**src/rtl/mul_operand_sequencer_if.sv**
```systemverilog
// Handshake and datapath bundle for mul_operand_sequencer.
// The slave modport is the sequencer's view; master is the environment driving it.
interface mul_operand_sequencer_if;
    logic        in_valid;
    logic        in_ready;
    logic [15:0] in_a;
    logic [15:0] in_b;
    logic [15:0] mul_data;
    logic        mul_start;
    logic        mul_done;
    logic [15:0] mul_y;
    logic        out_valid;
    logic        out_ready;
    logic [15:0] out_p;
    logic        out_err;
    logic        busy;

    modport slave (
        input  in_valid, in_a, in_b, mul_done, mul_y, out_ready,
        output in_ready, mul_data, mul_start, out_valid, out_p, out_err, busy
    );

    modport master (
        output in_valid, in_a, in_b, mul_done, mul_y, out_ready,
        input  in_ready, mul_data, mul_start, out_valid, out_p, out_err, busy
    );
endinterface

```
**src/rtl/mul_operand_sequencer.sv**
```systemverilog
// Feeds an operand pair serially to a repeated-addition multiplier and holds its product.
// Optional RUN-state abort timer is built only when MUL_SEQ_TIMEOUT_EN is defined.
module mul_operand_sequencer #(
    parameter int unsigned TIMEOUT_CYCLES = 1023
) (
    input  logic                   clk,
    input  logic                   rst_n,
    mul_operand_sequencer_if.slave bus
);

    typedef enum logic [2:0] {
        ST_IDLE   = 3'd0,
        ST_LOAD_A = 3'd1,
        ST_LOAD_B = 3'd2,
        ST_RUN    = 3'd3,
        ST_HOLD   = 3'd4
    } state_t;

    state_t      state_q, state_d;
    logic [15:0] a_q, a_d;
    logic [15:0] b_q, b_d;
    logic [15:0] mul_data_q, mul_data_d;
    logic        mul_start_q, mul_start_d;
    logic        out_valid_q, out_valid_d;
    logic [15:0] out_p_q, out_p_d;
    logic        busy_q, busy_d;

`ifdef MUL_SEQ_TIMEOUT_EN
    localparam int unsigned CNT_W = $clog2(TIMEOUT_CYCLES + 1);
    localparam logic [CNT_W-1:0] CNT_LIMIT = CNT_W'(TIMEOUT_CYCLES);

    logic [CNT_W-1:0] cnt_q, cnt_d;
    logic [CNT_W-1:0] cnt_inc_s;
    logic             out_err_q, out_err_d;

    assign cnt_inc_s = cnt_q + {{(CNT_W-1){1'b0}}, 1'b1};
`endif

    // Next-state, operand latching and result capture
    always_comb begin
        state_d = state_q;
        a_d     = a_q;
        b_d     = b_q;
        out_p_d = out_p_q;
`ifdef MUL_SEQ_TIMEOUT_EN
        cnt_d     = cnt_q;
        out_err_d = out_err_q;
`endif
        case (state_q)
            ST_IDLE: begin
                if (bus.in_valid) begin
                    state_d = ST_LOAD_A;
                    a_d     = bus.in_a;
                    b_d     = bus.in_b;
                end else begin
                    state_d = ST_IDLE;
                end
            end
            ST_LOAD_A: state_d = ST_LOAD_B;
            ST_LOAD_B: begin
                state_d = ST_RUN;
`ifdef MUL_SEQ_TIMEOUT_EN
                cnt_d = '0;
`endif
            end
            ST_RUN: begin
                // A completion landing on the deadline cycle still counts as success
                if (bus.mul_done) begin
                    state_d = ST_HOLD;
                    out_p_d = bus.mul_y;
`ifdef MUL_SEQ_TIMEOUT_EN
                    out_err_d = 1'b0;
`endif
                end else begin
`ifdef MUL_SEQ_TIMEOUT_EN
                    cnt_d = cnt_inc_s;
                    if (cnt_inc_s == CNT_LIMIT) begin
                        state_d   = ST_HOLD;
                        out_p_d   = 16'd0;
                        out_err_d = 1'b1;
                    end else begin
                        state_d = ST_RUN;
                    end
`else
                    state_d = ST_RUN;
`endif
                end
            end
            ST_HOLD: begin
                if (bus.out_ready) begin
                    state_d = ST_IDLE;
                end else begin
                    state_d = ST_HOLD;
                end
            end
            default: state_d = ST_IDLE;
        endcase
    end

    // Output values for the coming cycle, decoded from the next state
    always_comb begin
        mul_data_d  = 16'd0;
        mul_start_d = 1'b0;
        case (state_d)
            ST_LOAD_A: begin
                mul_data_d  = a_d;
                mul_start_d = 1'b1;
            end
            ST_LOAD_B: begin
                mul_data_d  = b_d;
                mul_start_d = 1'b1;
            end
            default: begin
                mul_data_d  = 16'd0;
                mul_start_d = 1'b0;
            end
        endcase
        out_valid_d = (state_d == ST_HOLD);
        busy_d      = (state_d != ST_IDLE);
    end

    // State and output registers; reset discards any multiplication in flight
    always_ff @(posedge clk or negedge rst_n) begin
        if (!rst_n) begin
            state_q     <= ST_IDLE;
            a_q         <= 16'd0;
            b_q         <= 16'd0;
            mul_data_q  <= 16'd0;
            mul_start_q <= 1'b0;
            out_valid_q <= 1'b0;
            out_p_q     <= 16'd0;
            busy_q      <= 1'b0;
        end else begin
            state_q     <= state_d;
            a_q         <= a_d;
            b_q         <= b_d;
            mul_data_q  <= mul_data_d;
            mul_start_q <= mul_start_d;
            out_valid_q <= out_valid_d;
            out_p_q     <= out_p_d;
            busy_q      <= busy_d;
        end
    end

`ifdef MUL_SEQ_TIMEOUT_EN
    // Abort timer and error flag
    always_ff @(posedge clk or negedge rst_n) begin
        if (!rst_n) begin
            cnt_q     <= '0;
            out_err_q <= 1'b0;
        end else begin
            cnt_q     <= cnt_d;
            out_err_q <= out_err_d;
        end
    end

    assign bus.out_err = out_err_q;
`else
    assign bus.out_err = 1'b0;
`endif

    // in_ready is gated by rst_n so it is low while reset is held and high right after release
    assign bus.in_ready  = rst_n & (state_q == ST_IDLE);
    assign bus.mul_data  = mul_data_q;
    assign bus.mul_start = mul_start_q;
    assign bus.out_valid = out_valid_q;
    assign bus.out_p     = out_p_q;
    assign bus.busy      = busy_q;

endmodule

```
**src/flat_wrapper.sv**
```systemverilog
// flat-port wrapper written by rule: the top's interface ports become plain ports
module mul_operand_sequencer_flat 
#(
    parameter int unsigned TIMEOUT_CYCLES = 1023
)
  (clk, rst_n, bus_in_valid, bus_in_a, bus_in_b, bus_mul_done, bus_mul_y, bus_out_ready, bus_in_ready, bus_mul_data, bus_mul_start, bus_out_valid, bus_out_p, bus_out_err, bus_busy);
  mul_operand_sequencer_if bus_i ();
  input  logic clk;
  input  logic rst_n;
  input wire logic [$bits(bus_i.in_valid)-1:0] bus_in_valid;
  input wire logic [$bits(bus_i.in_a)-1:0] bus_in_a;
  input wire logic [$bits(bus_i.in_b)-1:0] bus_in_b;
  input wire logic [$bits(bus_i.mul_done)-1:0] bus_mul_done;
  input wire logic [$bits(bus_i.mul_y)-1:0] bus_mul_y;
  input wire logic [$bits(bus_i.out_ready)-1:0] bus_out_ready;
  output wire logic [$bits(bus_i.in_ready)-1:0] bus_in_ready;
  output wire logic [$bits(bus_i.mul_data)-1:0] bus_mul_data;
  output wire logic [$bits(bus_i.mul_start)-1:0] bus_mul_start;
  output wire logic [$bits(bus_i.out_valid)-1:0] bus_out_valid;
  output wire logic [$bits(bus_i.out_p)-1:0] bus_out_p;
  output wire logic [$bits(bus_i.out_err)-1:0] bus_out_err;
  output wire logic [$bits(bus_i.busy)-1:0] bus_busy;
  assign bus_i.in_valid = bus_in_valid;
  assign bus_i.in_a = bus_in_a;
  assign bus_i.in_b = bus_in_b;
  assign bus_i.mul_done = bus_mul_done;
  assign bus_i.mul_y = bus_mul_y;
  assign bus_i.out_ready = bus_out_ready;
  assign bus_in_ready = bus_i.in_ready;
  assign bus_mul_data = bus_i.mul_data;
  assign bus_mul_start = bus_i.mul_start;
  assign bus_out_valid = bus_i.out_valid;
  assign bus_out_p = bus_i.out_p;
  assign bus_out_err = bus_i.out_err;
  assign bus_busy = bus_i.busy;
  mul_operand_sequencer #(.TIMEOUT_CYCLES(TIMEOUT_CYCLES)) u_core (.clk(clk), .rst_n(rst_n), .bus(bus_i));
endmodule
```
**config.mk**
```make
export PLATFORM = sky130hd
export DESIGN_NAME = mul_operand_sequencer_flat
export DESIGN_NICKNAME = d
export VERILOG_FILES = /design/src/rtl/mul_operand_sequencer_if.sv /design/src/rtl/mul_operand_sequencer.sv /design/src/flat_wrapper.sv
export SDC_FILE = /design/constraint.sdc
export NUM_CORES = 1
export LEC_CHECK = 0
export ABC_AREA = 1
export BUFFER_PORTS_ARGS = -buffer_cell sky130_fd_sc_hd__buf_2
export CELL_PAD_IN_SITES_DETAIL_PLACEMENT = 1
export CELL_PAD_IN_SITES_GLOBAL_PLACEMENT = 2
export CORE_ASPECT_RATIO = 1.1
export CORE_MARGIN = 4
export CORE_UTILIZATION = 27
export CTS_BUF_LIST = sky130_fd_sc_hd__clkbuf_16
export DETAILED_ROUTE_END_ITERATION = 7
export GPL_TIMING_DRIVEN = 1
export PLACE_DENSITY = 0.86
export SLEW_MARGIN = 20
export SYNTH_ARGS = -nofsm -noshare
export SYNTH_HDL_FRONTEND = slang
export SYNTH_SLANG_ARGS = --single-unit
```
**constraint.sdc**
```tcl
create_clock -name clk -period 1.25 [get_ports clk]
set_input_delay 0.125 -clock clk [delete_from_list [all_inputs] [get_ports clk]]
set_output_delay 0.125 -clock clk [all_outputs]
set_load 0.01 [all_outputs]
```
# --- After elaboration in Yosys (flattened, before gate mapping) ---
# Index checks and enable logic that the tools add are counted.
totals:
  ff_bits: 70
  inputBits: 53
  word_cells: 30
classes:
  eq_ne: 7
  muxes: 10
  n_bitwise: 1
  n_reduce_logical: 4
op_table:
  columns: ["op", "n"]
  rows:
  - ["$mux 16", 4]
  - ["$pmux 16 s2", 1]
  - ["$pmux 3 s5", 1]
  - ["$eq 3x2->1 const B", 3]
  - ["$eq 3x1->1 const B", 2]
  - ["$eq 3x3->1 const B", 2]
  - ["$mux 3", 2]
  - ["$logic_not 3->1", 1]
  - ["$reduce_bool 3->1", 1]
  - ["$mux 1", 2]
  - ["$reduce_and 2->1", 1]
  - ["$reduce_or 2->1", 1]
  - ["$and 1x1->1", 1]

# --- Logic depth before layout (Yosys ltp) ---
logic_depth:
  ltp_word: 5
  mapped_depth: 7
  depth_no_buf: 6

# --- Worst setup path before layout ---
# OpenSTA, ideal clock, no wires.
synth_timing:
  kind: "reg-to-reg"
  start: "register u_core.state_q[0]"
  end: "register u_core.out_p_q[10] (netlist: u_core.bus.out_p[10])"
  setup_time_ns: 0.117
  arrival_time_ns: 1.010
  required_time_ns: 1.133
  setup_slack_ns: 0.123
  stages_incl_launch_ff: 8
  n_path_buf: 2
  synth_period_minus_slack_ns: 1.127
  cell_sequence: "dfrtp_1 > buf_4 > nand2_1 > inv_2 > nand2_2 > buf_4 > nand2_1 > nand2_1"
synth_via:
  elab_chain_cells: 2
synth_lines:
  columns: ["item", "line", "rtl"]
  rows:
  - ["start: declaration", "mul_operand_sequencer.sv:19", "state_t state_q, state_d;"]
  - ["start signal: assignment", "mul_operand_sequencer.sv:134", "state_q <= state_d;"]
  - ["$eq 3x2->1", "mul_operand_sequencer.sv:49", "case (state_q)"]
  - ["$reduce_and 2->1 (no source line)", null, null]
  - ["end signal: assignment", "mul_operand_sequencer.sv:140", "out_p_q <= out_p_d;"]
  - ["end: declaration", "mul_operand_sequencer.sv:25", "logic [15:0] out_p_q, out_p_d;"]
# No other way between the ends.
# A chain may end at the register's enable or synchronous reset.

# --- Worst setup path after layout ---
layout_timing:
  start: "register u_core.state_q[1]"
  end: "output bus_in_ready"
layout_via:
  elab_chain_cells: 2
layout_lines:
  columns: ["item", "line", "rtl"]
  rows:
  - ["$logic_not 3->1", "mul_operand_sequencer.sv:163", "assign bus.in_ready = rst_n & (state_q == ST_IDLE);"]
  - ["$and 1x1->1", "mul_operand_sequencer.sv:163", null]
  - ["end: declaration", "flat_wrapper.sv:16", "output wire logic [$bits(bus_i.in_ready)-1:0] bus_in_ready;"]
# No other way between the ends.

==> impl_metrics.env <==
export IMPL_status="finished with violations"
export IMPL_violations="hold timing"
export IMPL_slowest_stage="dfrtp_1"
export IMPL_drc=0
export IMPL_synth_area_mux_share=0
export IMPL_initial_utilization=0.2752
export IMPL_ff2ff_setup_slack_ns=0.07
export IMPL_first_global_vias=1987
export IMPL_p_leak_nw=1.707
export IMPL_power_mw=7.371
export IMPL_fin_cells=442
export IMPL_finClkSkew_ns=0.004748
export IMPL_dieArea_mm2=0.01007
export IMPL_fin_util=0.3705
export IMPL_yosys_warnings=0
export IMPL_hold_slack_ns=-0.01092
export IMPL_cts_sinks=54
export IMPL_cp_required_ns=1.12
export IMPL_placed_cell_area_mm2=0.002883
export IMPL_synth_xor_area_share=0
export IMPL_yosysTopAreaCell="dfrtp_1"
export IMPL_finalSetupViolCount=0
export IMPL_finalCritPeriodShare=0.9676
export IMPL_grt_overflow=0
export IMPL_io_buffers=88
export IMPL_cp_num_buf_inv=1
export IMPL_synth_fa_ha_area_frac=0
export IMPL_hold_buffers=0
export IMPL_syn_num_nets=290
export IMPL_core_mm2=0.008364
export IMPL_vias=1868
export IMPL_io_pins=90
export IMPL_ys_ff_latch=54
export IMPL_synth_area_mm2=0.002302
export IMPL_synth_compound_area_frac=0.09565
export IMPL_placed_cells=430
export IMPL_gp_congestion=0.7264
export IMPL_grt_antenna_before_repair=0
export IMPL_rsz0062_at_grt="yes"
export IMPL_path_cells="nor2_4 > and3_4 > buf_6"
export IMPL_hp_class="input pin to asynchronous set/reset pin"
export IMPL_grt_max_degree=55
export IMPL_clk_path_buf_depth=2
export IMPL_die_h_um=104.8
export IMPL_syn_to_final_growth_pct=34.62
export IMPL_r2r_cells=6
export IMPL_fmax_ghz=0.8268
export IMPL_yosysSeqAreaShare=0.5870
export IMPL_grt_pass1_wl_um=9584
export IMPL_cp_arrival_ns=1.08
export IMPL_via_per_inst=4.226
export IMPL_reg2reg_to="u_core.bus.out_p[8]"
export IMPL_synth_simple_gate_area_frac=0.2033
export IMPL_drive_above_1_share=0.4230
export IMPL_diodes=0
export IMPL_h_tree_depth=2
export IMPL_final_cell_area_mm2=0.003099
export IMPL_worst_pin_slew_ns=0.6881
export IMPL_p_per_area_mw_per_mm2=2378
export IMPL_cp_start_kind="register"
export IMPL_crit_family="flip-flops"
export IMPL_r2r_start="u_core.state_q[2]"
export IMPL_rows=35
export IMPL_ir_drop_v=0.0006167
export IMPL_synth_top_family_by_area="simple AND/OR/NAND/NOR gates"
export IMPL_critPathMaxFanout=2
export IMPL_final_max_slew_viol_count=0
export IMPL_detail_route_wl_per_cell_um=13.05
export IMPL_nets=383
export IMPL_cap_violations=0
export IMPL_drt_iter0_drc=42
export IMPL_die_width_um=96.04
export IMPL_syn_inst=237
export IMPL_ys_types=21
export IMPL_grt_util_all_layers=0.1210
export IMPL_cts_buffers=5
export IMPL_ys_top_cells_by_area="dfrtp_1 59%, nand2_1 9.0%, o21ai_2 6.1%, inv_1 5.5%, nand4_1 4.3%"
export IMPL_slew_headroom=0.5413
export IMPL_cp_end_kind="output port"
export IMPL_clk_latency_ns=0.29
export IMPL_critical_path_max_stage_delay_ns=0.40
export IMPL_dp_slack_ns=0.06937
export IMPL_hold_viol_final=27
export IMPL_first_pass_iters=4
export IMPL_finalCriticalPeriod_ns=1.210
export IMPL_cts_root_buf="clkbuf_16"
export IMPL_syn_area_per_cell_um2=9.714
export IMPL_crit_type="register to output port"
export IMPL_synth_top_area_frac=0.5870
export IMPL_setup_ws_ns=0.04048
export IMPL_setup_tns_ns=0
export IMPL_clk_pin_slew_ns=0.07
export IMPL_hpwlAfterDp_um=4425
export IMPL_tritoncts="built"
export IMPL_drtAntennaViolNets=0
export IMPL_wl_um=5769
==> cells in the mapped netlist, drive strengths merged <==
library cell and number:
clkbuf 4, o21ai 32, nand3 19, nand4 16, dfrtp 54, nand2 57, buf 12, nor2 3
conb 1, inv 38, and3 1
==> cell type report <==
cell class,instances,area (µm²)
clock inverters,3,16.27
repair buffers,102,600.6
inverters,38,152.6
multi-input cells,129,711.9
flip-flops and latches,54,1354
fillers,994,5265
well taps,111,138.9
clock buffers,5,125.1
==> per-layer routing <==
| layer | track usage | vias to the layer above | wire length [µm] |
|---|---|---|---|
| li1 | - | 930 | - |
| met3 | 0.03456 | 6 | 375 |
| met4 | 0.02744 | 0 | 57 |
| met1 | 0.1532 | 877 | 2403 |
| met2 | 0.2018 | 55 | 2933 |
| met5 | 0 | - | 0 |
==> worst register-to-register path: cells and delay by family, from the launching register on <==
family / cells / cell delay (ns)
buffers and inverters: 2 / 0.31
DFF: 1 / 0.43
and+or+nand+nor: 4 / 0.34
==> worst max-delay path by stage <==
stage,startpoint,to,slack (ns),cells past startpoint
CTS,u_core.state_q[0],bus_in_ready,0.01,3
global route,u_core.state_q[1],u_core.b_q[1],-0.005,7
finish,u_core.state_q[1],bus_in_ready,0.04,3
detailed placement,u_core.state_q[0],u_core.bus.mul_data[9],0.07,4
global placement,u_core.state_q[0],u_core.bus.mul_data[4],0.12,4
floorplan,u_core.state_q[0],u_core.bus.out_p[10],0.12,7
==> sequential cells by signal, summed over array words and instances, names as in the netlist <==
| signal | cells |
|---|---|
| u_core.b_q | 16 |
| u_core.bus.busy | 1 |
| u_core.bus.out_p | 16 |
| u_core.state_q | 3 |
| u_core.bus.out_valid | 1 |
| u_core.bus.mul_start | 1 |
| u_core.bus.mul_data | 16 |
==> report_power, final <==
group	internal (mW)	switching, mW	leakage, nW
logic	1.33	1.82	0.950
registers	2.54	0.345	0.684
clock network	0.737	0.609	0.0730
==> timing repair <==
item / 4_1_cts / 5_1_grt
pin swaps: 1 / 2
setup endpoints to repair: 1 / 23
resized for setup: 4 / 21
buffers inserted: 4 / 0
==> cells in the final DEF (no fill, tap or decap), drive strengths merged <==
cell	Yosys	routed
and3	1	1
nand2	57	57
clkinv	0	1
nand4	16	16
nand3	19	19
dfrtp	54	54
buf	12	102
clkbuf	4	5
conb	1	1
o21ai	32	32
nor2	3	3
inv	38	40
==> cell families (layout without fill, tap and decap cells) <==
logic type / after synthesis / after routing
and+or+nand+nor: 96 / 96
DFF: 54 / 54
buffers and inverters: 54 / 148
AOI/OAI and AO/OA: 32 / 32
other: 1 / 1
Power figures use the tool's default switching activity.
